## src/rtl/lcd_pkg.sv

```systemverilog
// Shared definitions for the HD44780-style LCD write controller: state codes,
// init command table, packed pin positions and slow-command opcodes.
package lcd_pkg;

  typedef logic [2:0] lcd_state_t;

  localparam lcd_state_t ST_PWRUP = 3'd0;
  localparam lcd_state_t ST_INIT  = 3'd1;
  localparam lcd_state_t ST_SETUP = 3'd2;
  localparam lcd_state_t ST_PULSE = 3'd3;
  localparam lcd_state_t ST_HOLD  = 3'd4;
  localparam lcd_state_t ST_EXEC  = 3'd5;
  localparam lcd_state_t ST_IDLE  = 3'd6;

  localparam int DATA_W   = 8;
  localparam int IO_W     = 32;
  localparam int INIT_LEN = 4;

  // function set 8-bit/2-line, display on, entry increment, clear
  localparam logic [INIT_LEN-1:0][DATA_W-1:0] INIT_TABLE = {8'h01, 8'h06, 8'h0C, 8'h38};

  localparam int IO_ON       = 31;
  localparam int IO_EN       = 10;
  localparam int IO_RS       = 9;
  localparam int IO_RW       = 8;
  localparam int IO_DATA_MSB = 7;
  localparam int IO_DATA_LSB = 0;

  localparam logic [DATA_W-1:0] OP_CLEAR    = 8'h01;
  localparam logic [DATA_W-1:0] OP_HOME     = 8'h02;
  localparam logic [DATA_W-1:0] OP_HOME_ALT = 8'h03;

  function automatic logic [DATA_W-1:0] init_byte(input logic [1:0] idx);
    return INIT_TABLE[idx];
  endfunction

  function automatic logic is_slow_cmd(input logic rs, input logic [DATA_W-1:0] d);
    return !rs && (d == OP_CLEAR || d == OP_HOME || d == OP_HOME_ALT);
  endfunction

  function automatic int t_max(input int a, input int b, input int c,
                               input int d, input int e, input int f);
    int m;
    m = a;
    if (b > m) m = b;
    if (c > m) m = c;
    if (d > m) m = d;
    if (e > m) m = e;
    if (f > m) m = f;
    return m;
  endfunction

endpackage

```

## src/rtl/lcd_if.sv

```systemverilog
// Request/status bundle between an upstream writer and lcd_ctrl.
interface lcd_if;
  import lcd_pkg::*;

  logic              i_vld;
  logic              i_rs;
  logic [DATA_W-1:0] i_data;
  logic              o_rdy;
  logic              o_busy;
  logic [IO_W-1:0]   o_io_lcd;

  modport slave  (input i_vld, i_rs, i_data, output o_rdy, o_busy, o_io_lcd);
  modport master (output i_vld, i_rs, i_data, input o_rdy, o_busy, o_io_lcd);
endinterface

```

## src/rtl/lcd_timer.sv

```systemverilog
// Loadable phase down-counter; done_o marks the last cycle of a phase (count 1).
module lcd_timer #(
  parameter int W = 8
) (
  input  logic         i_clk,
  input  logic         i_rst,
  input  logic         load_i,
  input  logic [W-1:0] load_val_i,
  output logic         done_o,
  output logic         zero_o
);

  logic [W-1:0] cnt_q, cnt_d;

  always_comb begin
    cnt_d = cnt_q;
    if (load_i)
      cnt_d = load_val_i;
    else if (cnt_q != '0)
      cnt_d = cnt_q - 1'b1;
  end

  always_ff @(posedge i_clk or posedge i_rst) begin
    if (i_rst) cnt_q <= '0;
    else       cnt_q <= cnt_d;
  end

  assign done_o = (cnt_q == W'(1));
  assign zero_o = (cnt_q == '0);

endmodule

```

## src/rtl/lcd_ctrl.sv

```systemverilog
// LCD write sequencer: power-up wait, fixed init commands, then one byte per
// accepted request with setup/pulse/hold/execute timing on the packed pins.
//
// state | meaning
// PWRUP | wait T_PWRUP cycles after reset release
// INIT  | zero-wait decision: next init byte or finish to IDLE
// SETUP | RS/DATA driven, EN low
// PULSE | EN high
// HOLD  | EN low, RS/DATA held
// EXEC  | wait for LCD to execute (T_CLR for clear/home)
// IDLE  | ready for a request
module lcd_ctrl
  import lcd_pkg::*;
#(
  parameter int T_SETUP = 4,
  parameter int T_PULSE = 25,
  parameter int T_HOLD  = 4,
  parameter int T_EXEC  = 2500,
  parameter int T_CLR   = 82000,
  parameter int T_PWRUP = 750000
) (
  input logic i_clk,
  input logic i_rst,
  lcd_if.slave lcd
);

  localparam int T_MAX = t_max(T_SETUP, T_PULSE, T_HOLD, T_EXEC, T_CLR, T_PWRUP);
  localparam int CNT_W = $clog2(T_MAX + 1);

  lcd_state_t        state_q, state_d;
  logic              init_q, init_d;
  logic [2:0]        idx_q, idx_d;
  logic              rs_q, rs_d;
  logic [DATA_W-1:0] data_q, data_d;

  logic              tmr_load;
  logic [CNT_W-1:0]  tmr_val;
  logic              tmr_done;
  logic              tmr_zero;
  logic              pwrup_end;
  logic [IO_W-1:0]   io_w;

  lcd_timer #(.W(CNT_W)) u_timer (
    .i_clk      (i_clk),
    .i_rst      (i_rst),
    .load_i     (tmr_load),
    .load_val_i (tmr_val),
    .done_o     (tmr_done),
    .zero_o     (tmr_zero)
  );

  // Counter reads 0 on the first cycle after reset, which counts as PWRUP cycle 1.
  assign pwrup_end = tmr_done || (tmr_zero && (T_PWRUP == 1));

  always_comb begin
    state_d  = state_q;
    init_d   = init_q;
    idx_d    = idx_q;
    rs_d     = rs_q;
    data_d   = data_q;
    tmr_load = 1'b0;
    tmr_val  = '0;

    case (state_q)
      ST_PWRUP: begin
        if (pwrup_end) begin
          state_d = ST_INIT;
        end else if (tmr_zero) begin
          tmr_load = 1'b1;
          tmr_val  = CNT_W'(T_PWRUP - 1);
        end
      end
      ST_INIT:  state_d = ST_INIT;
      ST_SETUP: if (tmr_done) state_d = ST_PULSE;
      ST_PULSE: if (tmr_done) state_d = ST_HOLD;
      ST_HOLD:  if (tmr_done) state_d = ST_EXEC;
      ST_EXEC:  if (tmr_done) state_d = init_q ? ST_INIT : ST_IDLE;
      ST_IDLE: begin
        if (lcd.i_vld) begin
          rs_d    = lcd.i_rs;
          data_d  = lcd.i_data;
          state_d = ST_SETUP;
        end
      end
      default:  state_d = ST_PWRUP;
    endcase

    // INIT resolves in the same cycle so the init bytes run back to back.
    if (state_d == ST_INIT) begin
      if (idx_q < 3'(INIT_LEN)) begin
        rs_d    = 1'b0;
        data_d  = init_byte(idx_q[1:0]);
        idx_d   = idx_q + 3'd1;
        state_d = ST_SETUP;
      end else begin
        init_d  = 1'b0;
        state_d = ST_IDLE;
      end
    end

    if (state_d != state_q) begin
      case (state_d)
        ST_SETUP: begin tmr_load = 1'b1; tmr_val = CNT_W'(T_SETUP); end
        ST_PULSE: begin tmr_load = 1'b1; tmr_val = CNT_W'(T_PULSE); end
        ST_HOLD:  begin tmr_load = 1'b1; tmr_val = CNT_W'(T_HOLD);  end
        ST_EXEC: begin
          tmr_load = 1'b1;
          tmr_val  = is_slow_cmd(rs_q, data_q) ? CNT_W'(T_CLR) : CNT_W'(T_EXEC);
        end
        default: ;
      endcase
    end
  end

  always_ff @(posedge i_clk or posedge i_rst) begin
    if (i_rst) begin
      state_q <= ST_PWRUP;
      init_q  <= 1'b1;
      idx_q   <= '0;
      rs_q    <= 1'b0;
      data_q  <= '0;
    end else begin
      state_q <= state_d;
      init_q  <= init_d;
      idx_q   <= idx_d;
      rs_q    <= rs_d;
      data_q  <= data_d;
    end
  end

  always_comb begin
    io_w                          = '0;
    io_w[IO_ON]                   = 1'b1;
    io_w[IO_EN]                   = (state_q == ST_PULSE);
    io_w[IO_RS]                   = rs_q;
    io_w[IO_RW]                   = 1'b0;
    io_w[IO_DATA_MSB:IO_DATA_LSB] = data_q;
  end

  // Gated by reset directly so the pins drop without waiting for a clock.
  assign lcd.o_io_lcd = i_rst ? '0 : io_w;
  assign lcd.o_rdy    = (state_q == ST_IDLE);
  assign lcd.o_busy   = ~i_rst & (state_q != ST_IDLE);

endmodule

```

## src/flat_wrapper.sv

```systemverilog
// flat-port wrapper written by rule: the top's interface ports become plain ports
module lcd_ctrl_flat import lcd_pkg::*;
#(
  parameter int T_SETUP = 4,
  parameter int T_PULSE = 25,
  parameter int T_HOLD  = 4,
  parameter int T_EXEC  = 2500,
  parameter int T_CLR   = 82000,
  parameter int T_PWRUP = 750000
)
  (i_clk, i_rst, lcd_i_vld, lcd_i_rs, lcd_i_data, lcd_o_rdy, lcd_o_busy, lcd_o_io_lcd);
  lcd_if lcd_i ();
  input logic i_clk;
  input logic i_rst;
  input wire logic [$bits(lcd_i.i_vld)-1:0] lcd_i_vld;
  input wire logic [$bits(lcd_i.i_rs)-1:0] lcd_i_rs;
  input wire logic [$bits(lcd_i.i_data)-1:0] lcd_i_data;
  output wire logic [$bits(lcd_i.o_rdy)-1:0] lcd_o_rdy;
  output wire logic [$bits(lcd_i.o_busy)-1:0] lcd_o_busy;
  output wire logic [$bits(lcd_i.o_io_lcd)-1:0] lcd_o_io_lcd;
  assign lcd_i.i_vld = lcd_i_vld;
  assign lcd_i.i_rs = lcd_i_rs;
  assign lcd_i.i_data = lcd_i_data;
  assign lcd_o_rdy = lcd_i.o_rdy;
  assign lcd_o_busy = lcd_i.o_busy;
  assign lcd_o_io_lcd = lcd_i.o_io_lcd;
  lcd_ctrl #(.T_SETUP(T_SETUP), .T_PULSE(T_PULSE), .T_HOLD(T_HOLD), .T_EXEC(T_EXEC), .T_CLR(T_CLR), .T_PWRUP(T_PWRUP)) u_core (.i_clk(i_clk), .i_rst(i_rst), .lcd(lcd_i));
endmodule
```

## config.mk

```make
export PLATFORM = sky130hd
export DESIGN_NAME = lcd_ctrl_flat
export DESIGN_NICKNAME = d
export VERILOG_FILES = /design/src/rtl/lcd_pkg.sv /design/src/rtl/lcd_if.sv /design/src/rtl/lcd_timer.sv /design/src/rtl/lcd_ctrl.sv /design/src/flat_wrapper.sv
export SDC_FILE = /design/constraint.sdc
export NUM_CORES = 1
export LEC_CHECK = 0
export ABC_CLOCK_PERIOD_IN_PS = 3500
export BUFFER_PORTS_ARGS = -buffer_cell sky130_fd_sc_hd__buf_2
export CAP_MARGIN = 20
export CORE_UTILIZATION = 35
export DETAILED_ROUTE_END_ITERATION = 16
export PLACE_DENSITY = 0.52
export SYNTH_ARGS = -nofsm -noshare
export SYNTH_HDL_FRONTEND = slang
export SYNTH_SLANG_ARGS = --single-unit
```

## constraint.sdc

```tcl
create_clock -name i_clk -period 3.5 [get_ports i_clk]
set_input_delay 0.175 -clock i_clk [delete_from_list [all_inputs] [get_ports i_clk]]
set_output_delay 0.175 -clock i_clk [all_outputs]
set_load 0.005 [all_outputs]
```

### Word level (Yosys, flattened, before mapping)

Index checks and enable logic that the tools add are counted.

* register bits: 36
* input port bits: 12
* output and inout port bits: 34

* add/subtract/negate cells: 2
* order comparisons: 2
* eq/ne operators: 17
* multiplexer cells: 34
* bitwise logic cells: 3
* reduce and logical (&&, ||, !) cells: 12

Operator list (count)
* two-way mux 20 bit: 6
* one-hot mux 20 bit (3 select lines): 1
* two-way mux 8 bit: 5
* two-way mux 32 bit: 1
* two-way mux 3 bit: 9
* one-hot mux 3 bit (7 select lines): 1
* == test 20 x 1 -> 1 bit (second input constant): 1
* zero test 20 bit: 1
* nonzero test 20 bit: 1
* subtractor 20 x 1 -> 20 bit (second input constant): 1
* two-way mux 17 bit: 1
* binary-select mux 8 bit (select 2 bit): 1
* == test 8 x 2 -> 1 bit (second input constant): 2
* == test 3 bit (second input constant): 5
* == test 3 x 2 -> 1 bit (second input constant): 4
* two-way mux 1 bit: 9
* == test 8 x 1 -> 1 bit (second input constant): 1
* == test 3 x 1 -> 1 bit (second input constant): 2
* AND reduction 2 bit: 2
* OR reduction 4 bit: 1
* adder 3 x 1 -> 3 bit (second input constant): 1
* zero test 3 bit: 1
* < comparator 2 x 3 -> 1 bit (second input constant): 1
* < comparator 3 bit (second input constant): 1
* 9 further kinds: 11

### Longest topological paths before layout

Gate-level depths: netlist of the first run.

* word-level depth: 10
* mapped depth: 9
* depth with buffers taken out: 8

### Modules after synthesis

Synthesis of the first run repeated with hierarchy kept, for this count alone.

* cell total of the unflattened synthesis: 264
* area, all modules: 2453.6 um^2

Modules (own cells, without submodules)
* lcd_ctrl: times used 1, cells an instance 144, area each 1260.0 um^2
* lcd_timer: times used 1, cells an instance 120, area each 1193.6 um^2

### Worst setup path after synthesis of the first run

Ideal clock, no wire load.

* kind: reg-to-reg
* start point: register u_core.u_timer.cnt_q[0]
* end point: register u_core.u_timer.cnt_q[10]
* setup time: 0.078 ns
* data arrival time: 2.268 ns
* data required time: 3.422 ns
* slack: 1.154 ns
* cell stages (with the launch flop): 9
* buffers on the path: 1
* period minus slack after synthesis: 2.346 ns
* cell sequence: dfrtp_1 -> inv_1 -> ha_1 -> or3b_2 -> clkbuf_1 -> or3_1 -> or2_1 -> or3_1 -> a21oi_1

* cells in the longest elaborated chain, start to end: 10

RTL lines
* from (decl): RTL line lcd_timer.sv:13 `logic [W-1:0] cnt_q, cnt_d;`
* from (signal assigned): RTL line lcd_timer.sv:25 `else cnt_q <= cnt_d;`
* == test 20 x 1 -> 1 bit: RTL line lcd_timer.sv:28 `assign done_o = (cnt_q == W'(1));`
* two-way mux 3 bit, on equally long branches
* one-hot mux 3 bit (7 select lines): RTL line lcd_ctrl.sv:64 `case (state_q)`
* == test 3 x 1 -> 1 bit: RTL line lcd_ctrl.sv:89 `if (state_d == ST_INIT) begin`
* two-way mux 3 bit: RTL line lcd_ctrl.sv:89
* == test 3 x 2 -> 1 bit / == test 3 bit (equally long branches): RTL line lcd_ctrl.sv:102 `case (state_d)`
* OR reduction 2 bit (no source line) / OR reduction 4 bit (equally long branches)
* one-hot mux 20 bit (3 select lines) / two-way mux 1 bit (equally long branches): RTL line lcd_ctrl.sv:102
* two-way mux 20 bit / two-way mux 1 bit (equally long branches): RTL line lcd_ctrl.sv:101 `if (state_d != state_q) begin`
* two-way mux 20 bit / nonzero test 2 bit (equally long branches)

Parallel ways exist; a longest one is shown, timed or not. The select of a mux whose other input is x is not followed.
A chain may end at the register's enable or synchronous reset.

### Worst setup path after layout of the first run

* start point: register u_core.u_timer.cnt_q[9]
* end point: register u_core.u_timer.cnt_q[4]

The elaborated chain is that of the path after synthesis.

==> run metrics, run 1 <==
Post-synth EDFFs 0; Global Route met1 Usage ~23%; Post-Route WL about 5500 µm; Synth area leader dfrtp_1; number of synthesized register bits 36; crit path cell chain nor3_1 > nand4_1 > o41a_1 > or4_1 > and4_4 > a31o_1; most common cell after layout, fill and taps aside dfrtp_1; Hold WC Path Type in -> async; final setup skew 0.00871 ns; RR Endpoint u_core.u_timer.cnt_q[4]$_DFFE_PP0P_; drt pass-1 iters 10; starting density of the core between 30% and 40%; Area Overhead vs Synth 9.31%; cell count after synthesis approximately 270; sequential element share of the synthesized area roughly 37%; PwrDens approximately 280 nW/µm²; Final Hold Viols 0; TritonCTS clock tree yes; 1st-iter DRT viols between 150 and 200; routed vias/inst 5.24; CP Class reg -> reg; io pins 46; IO Port Bufs 24; first-pass GRT wire length 9090 µm; Power Total 747 µW; Fillers 673; combinational share of power 3.2%; Worst Path Max Fanout 9; share of the synthesized area in the top cell type 36.4%; # Post-CTS Setup Buffers 0; YS warnings 0; Worst slew margin 61.3%; cells on worst reg2reg path 6; Crit. End Element flip-flop; top cells by area, synth dfrtp_1 (36%), buf_4 (6.6%), xnor2_1 (4.4%), mux2i_1 (3.7%), o21ai_0 (3.7%); post-cts sizing count 0; worst skew pair latency 0.29 ns; CTS Buf Count 5; core area approximately 6500 µm²; Slowest cell on crit path or4_1; routed vias 1,953; cell class contributing the biggest share of worst-path delay simple AND/OR/NAND/NOR gates; largest net degree at the start of global routing 25; switching part of the total power around 22%; Clock power frac 41.2%; slew at the pin closest to its max-slew limit 0.577 ns; average size of a mapped cell between 8 and 9 µm²; # DRC 0; total grt overflow 0; placed wire-length estimate 4090 µm; total routing usage reported by global routing 16.2%; DP Cell Count approximately 370; max incr delay on CP 0.61 ns; row cnt 29; layout cell share with drive strength beyond 1 between 10% and 20%; max-slew violations 0; htree depth 2; antenna cells 0; Max Cap Viol 0; net count reported at finish 313; CTS root buffer clkbuf_8; Mapped Area approximately 2400 µm²; Final setup viols 0; GR Util met2 25.1%; vias in the first global route approximately 1,900; CTS Sinks 36; initial antenna violation count 0; antenna viol nets, final 0; most frequent cells in the layout dfrtp_1 (35), buf_2 (24), conb_1 (21); NetSw 165 µW; Final min period ~2.8 ns; Pleak about 0.0012 µW; r2r startpoint u_core.u_timer.cnt_q[9]$_DFFE_PP0P_; CP startpoint kind flip-flop; Tcrit/Tclk final slightly below 80%; RSZ-0062 raised after global routing no; R2R Setup Slk a little over 0.7 ns; Die Width around 85 µm; Final Non-Filler Cells roughly 370; gpl congestion just over 0.8; met3 global-route usage under 10%; Flop pwr share between 50% and 60%; fmax approximately 0.36 GHz; clk buf depth 2; die area just over 7000 µm²; Post-CTS Hold Buffers 0; Int Pwr ~580 µW; outcome complete, no violations; clock slew at reported path FFs approximately 0.08 ns; Async S/R FF share, synth 100%; buffer and inverter count on the worst path 0; Netlist cell types 57; setup TNS 0 ns; WL per Instance ~15 µm; Worst Hold Slack 0.00553 ns; die height around 85 µm; CP arrival approximately 3.0 ns; dominant synthesized flop cell dfrtp_1; Most Used Layer, Global Route met2; VDD IR max 0.106 mV; CP Data Required Time 3.67 ns
-- stage by stage --
stage,setup slack [ns],utilization [%],instance area [µm²]
4_1_cts,0.788,40.5,2630
5_1_grt,0.616,40.5,2630
2_1_floorplan,1.15,-,2480
6_report,0.716,40.5,2630
3_5_place_dp,0.831,39.1,2540
3_3_place_gp,0.819,39.1,2540
-- worst max path at each step --
| stage | start | end | cells past startpoint |
|---|---|---|---|
| global placement | u_core.u_timer.cnt_q[9]$_DFFE_PP0P_ | u_core.u_timer.cnt_q[4]$_DFFE_PP0P_ | 6 |
| global route | u_core.u_timer.cnt_q[9]$_DFFE_PP0P_ | u_core.u_timer.cnt_q[12]$_DFFE_PP0P_ | 6 |
| floorplan | u_core.u_timer.cnt_q[0]$_DFFE_PP0P_ | u_core.u_timer.cnt_q[10]$_DFFE_PP0P_ | 8 |
| CTS | u_core.u_timer.cnt_q[9]$_DFFE_PP0P_ | u_core.u_timer.cnt_q[4]$_DFFE_PP0P_ | 6 |
| finish | u_core.u_timer.cnt_q[9]$_DFFE_PP0P_ | u_core.u_timer.cnt_q[4]$_DFFE_PP0P_ | 6 |
| detailed placement | u_core.u_timer.cnt_q[10]$_DFFE_PP0P_ | u_core.u_timer.cnt_q[12]$_DFFE_PP0P_ | 6 |
-- power by group through the flow --
stage / Sequential [µW] / Clock, µW / Combinational, µW
after floorplan: 424 / 0 / 30.3
after global placement: 424 / 0 / 24.9
after detailed placement: 424 / 0 / 24.8
after CTS: 416 / 317 / 24.9
after global routing: 416 / 336 / 28.5
final: 416 / 308 / 23.8
-- area by class of cell --
type / instances / area, µm² / area share [%]
well taps: 77 / 96.3 / 3.66
flip-flops and latches: 36 / 902 / 34.3
multi-input cells: 217 / 1360 / 51.8
inverters: 6 / 22.5 / 0.856
repair buffers: 29 / 158 / 5.99
clock buffers: 8 / 90.1 / 3.43
-- per-layer routing --
metal / part of all wire (%) / up-vias
li1: - / 961
met1: 48 / 935
met2: 46 / 49
met3: 4.4 / 8
met4: 1.5 / 0
met5: 0 / -
-- flip-flops by register name, summed over array words and instances, names as in the netlist --
| name | count |
|---|---|
| u_core.rs_q | 1 |
| u_core.u_timer.cnt_q | 20 |
| u_core.init_q | 1 |
| u_core.state_q | 3 |
| u_core.idx_q | 3 |
| u_core.data_q | 8 |
-- Yosys cell counts (all sizes together) (7+ instances only) --
library cell	n
o21ai	18
mux2i	9
xnor2	12
nor3	14
a21oi	12
nor4	9
dfrtp	35
nor2	16
nor2b	12
nand3	7
buf	24
nand2	21
-- kinds of logic (layout without fill, tap and decap cells) --
family / count (synthesis) / in the layout / synth area share [%]
other: 1 / 21 / 0.156
muxes: 9 / 9 / 3.74
and+or+nand+nor: 114 / 114 / 26.9
xor gates and xnor gates: 15 / 15 / 5.46
buffers and inverters: 36 / 43 / 9.31
AOI/OAI and AO/OA: 51 / 51 / 13.4
DFF: 36 / 36 / 37.5
adders and majority gates: 7 / 7 / 3.54
Note: power is estimated with default switching activity, not from simulation.
==> run 2, diff against run 1 <==
- ABC_CLOCK_PERIOD_IN_PS: 3500 -> 2400
- PLACE_DENSITY: 0.52 -> 0.54
- clock period: 3.5 -> 2.4 ns (I/O delays scaled with it)
==> run 2 against run 1 <==
  * The flow now finishes with violations (design-rule violations)
  * Count of clock-buffer cells in the layout fell by 1
  * Sequential power rose by 46%
  * Flip-flop and latch count did not move
  * Critical path depth did not move
  * Routed wire length rose by 11%
  * First-iteration DRC count fell by 49%
  * Critical path type unchanged
  * Global-route usage rose by 1.8 points
  * Highest routed layer unchanged
  * Clock skew barely moved
  * Clock power rose by 38%
  * Core utilization rose by 4.3 points
  * Final cell count rose by 8.6%
==> run metrics, run 2 (synthesis results as in run 1) <==
RR Endpoint u_core.u_timer.cnt_q[4]$_DFFE_PP0P_; Top reg by flops u_core.u_timer.cnt_q; failing checks design-rule violations; Tcrit/Tclk final approximately 96%; clock slew at reported path FFs about 0.08 ns; largest registers u_core.u_timer.cnt_q: 20 flops, u_core.data_q: 8 flops; drt pass-1 iters 11; R2R Setup Slk around 0.086 ns; CTS root buffer clkbuf_8; Final min period roughly 2.3 ns; total grt overflow 0; cells on worst reg2reg path 6; hold path start lcd_i_rs; antenna viol nets, final 0; Crit. End Element flip-flop; CP arrival between 2 and 2.5 ns; CTS Buf Count 5; Pleak ~0.0013 µW; worst skew pair latency approximately 0.29 ns; Area Overhead vs Synth 20.9%; TritonCTS clock tree yes; starting density of the core between 30% and 40%; vias in the first global route about 2,000; Post-Route WL roughly 6000 µm; row cnt 29; antenna cells 0; Final Hold Viols 0; PwrDens roughly 370 nW/µm²; die height around 85 µm; WL per Instance roughly 15 µm; Die Width 84.9 µm; VDD IR max around 0.24 mV; fmax 0.432 GHz; gpl congestion about 0.89; largest net degree at the start of global routing 25; worst setup path start u_core.u_timer.cnt_q[10]$_DFFE_PP0P_; placed wire-length estimate roughly 4600 µm; die area 7210 µm²; 1st-iter DRT viols 96; core area 6490 µm²; r2r startpoint u_core.u_timer.cnt_q[10]$_DFFE_PP0P_; IO Port Bufs 24; initial antenna violation count 0; htree depth 2; routed vias 2,089; final setup skew 0.00833 ns; Hold WC Path Type in -> reg; CP Data Required Time about 2.6 ns; layout cell share with drive strength beyond 1 roughly a quarter; multi-input logic area roughly 1400 µm²; clk buf depth 2; # DRC 1; outcome complete, but fails checks; Register Area roughly 900 µm²; Final Util about 45%; max-slew violations 0; CTS Sinks 36; slew at the pin closest to its max-slew limit around 0.59 ns; most common cell after layout, fill and taps aside buf_4; first-pass GRT wire length 10,100 µm; routed vias/inst 5.16; worst hold stages 3; CP startpoint kind flip-flop; setup TNS 0 ns; Worst slew margin about three fifths; RSZ-0062 raised after global routing yes; Final setup viols 0; io pins between 40 and 50; most frequent cells in the layout buf_4 (36), dfrtp_1 (35), buf_2 (24); Worst Path Max Fanout 7; Fillers 633; hold endpoint u_core.rs_q$_DFF_PP0_; net count reported at finish roughly 350; Max Cap Viol 0; total routing usage reported by global routing 18.0%; max FFs per register 20; CP Class reg -> reg
-- run 2: how the worst max path moves through the flow --
stage / endpoint / slack (ns) / cells after the start
6_report: u_core.u_timer.cnt_q[4]$_DFFE_PP0P_ / 0.09 / 6
5_1_grt: u_core.u_timer.cnt_q[4]$_DFFE_PP0P_ / -0.001 / 6
4_1_cts: u_core.u_timer.cnt_q[16]$_DFFE_PP0P_ / 0.01 / 8
3_5_place_dp: u_core.u_timer.cnt_q[12]$_DFFE_PP0P_ / -0.02 / 6
3_3_place_gp: u_core.u_timer.cnt_q[17]$_DFFE_PP0P_ / 0.05 / 6
2_1_floorplan: u_core.u_timer.cnt_q[10]$_DFFE_PP0P_ / 0.05 / 8
-- run 2: layout make-up --
type	instances	share of cell area, %
clock buffer	7	2.62
clock inverter	1	0.172
inverter	6	0.775
multi-input combinational	217	48.3
sequential	36	31.0
tap	77	3.31
timing repair buffer	61	13.8
-- run 2: critical path, cell delays in order, from the launching register on --
cell and delay [ns]:
dfrtp_1 0.41, nor4_4 0.38, and3_4 0.26, a41oi_1 0.15, or4_4 0.63, and4_4 0.18, a31o_1 0.19
-- run 2: where the power goes --
part           internal [µW]  switching (µW)
registers                606               0
clock network            204             221
logic                   11.3            27.1
-- run 2: repair_timing --
action                                 CTS  global route
setup endpoints to repair               10            13
hold buffers                             1             0
buffers inserted                         0             1
pin swaps                                0             0
endpoints found under the hold margin   12             0
resized for setup                        2             8
-- run 2: metrics by stage --
stage | std cells | worst slack [ns] | hold WS [ns] | area [µm²] | total power, µW
global placement | 395 | 0.0504 | 0.260 | 2770 | 656
detailed placement | 395 | -0.0184 | 0.267 | 2770 | 656
floorplan | 289 | 0.0539 | 0.270 | 2480 | 662
CTS | 404 | 0.00955 | 0.0715 | 2870 | 1080
finish | 405 | 0.0861 | 0.0755 | 2910 | 1070
global route | 405 | -0.00126 | 0.0721 | 2910 | 1120
-- run 2: metal layers --
metal / part of all wire [%] / track usage (%) / vias to the layer above
met1: 49 / 26.1 / 1003
met3: 3.0 / 3.50 / 6
li1: - / - / 1040
met2: 47 / 27.3 / 40
met4: 1.0 / 5.08 / 0
met5: 0 / 0 / -
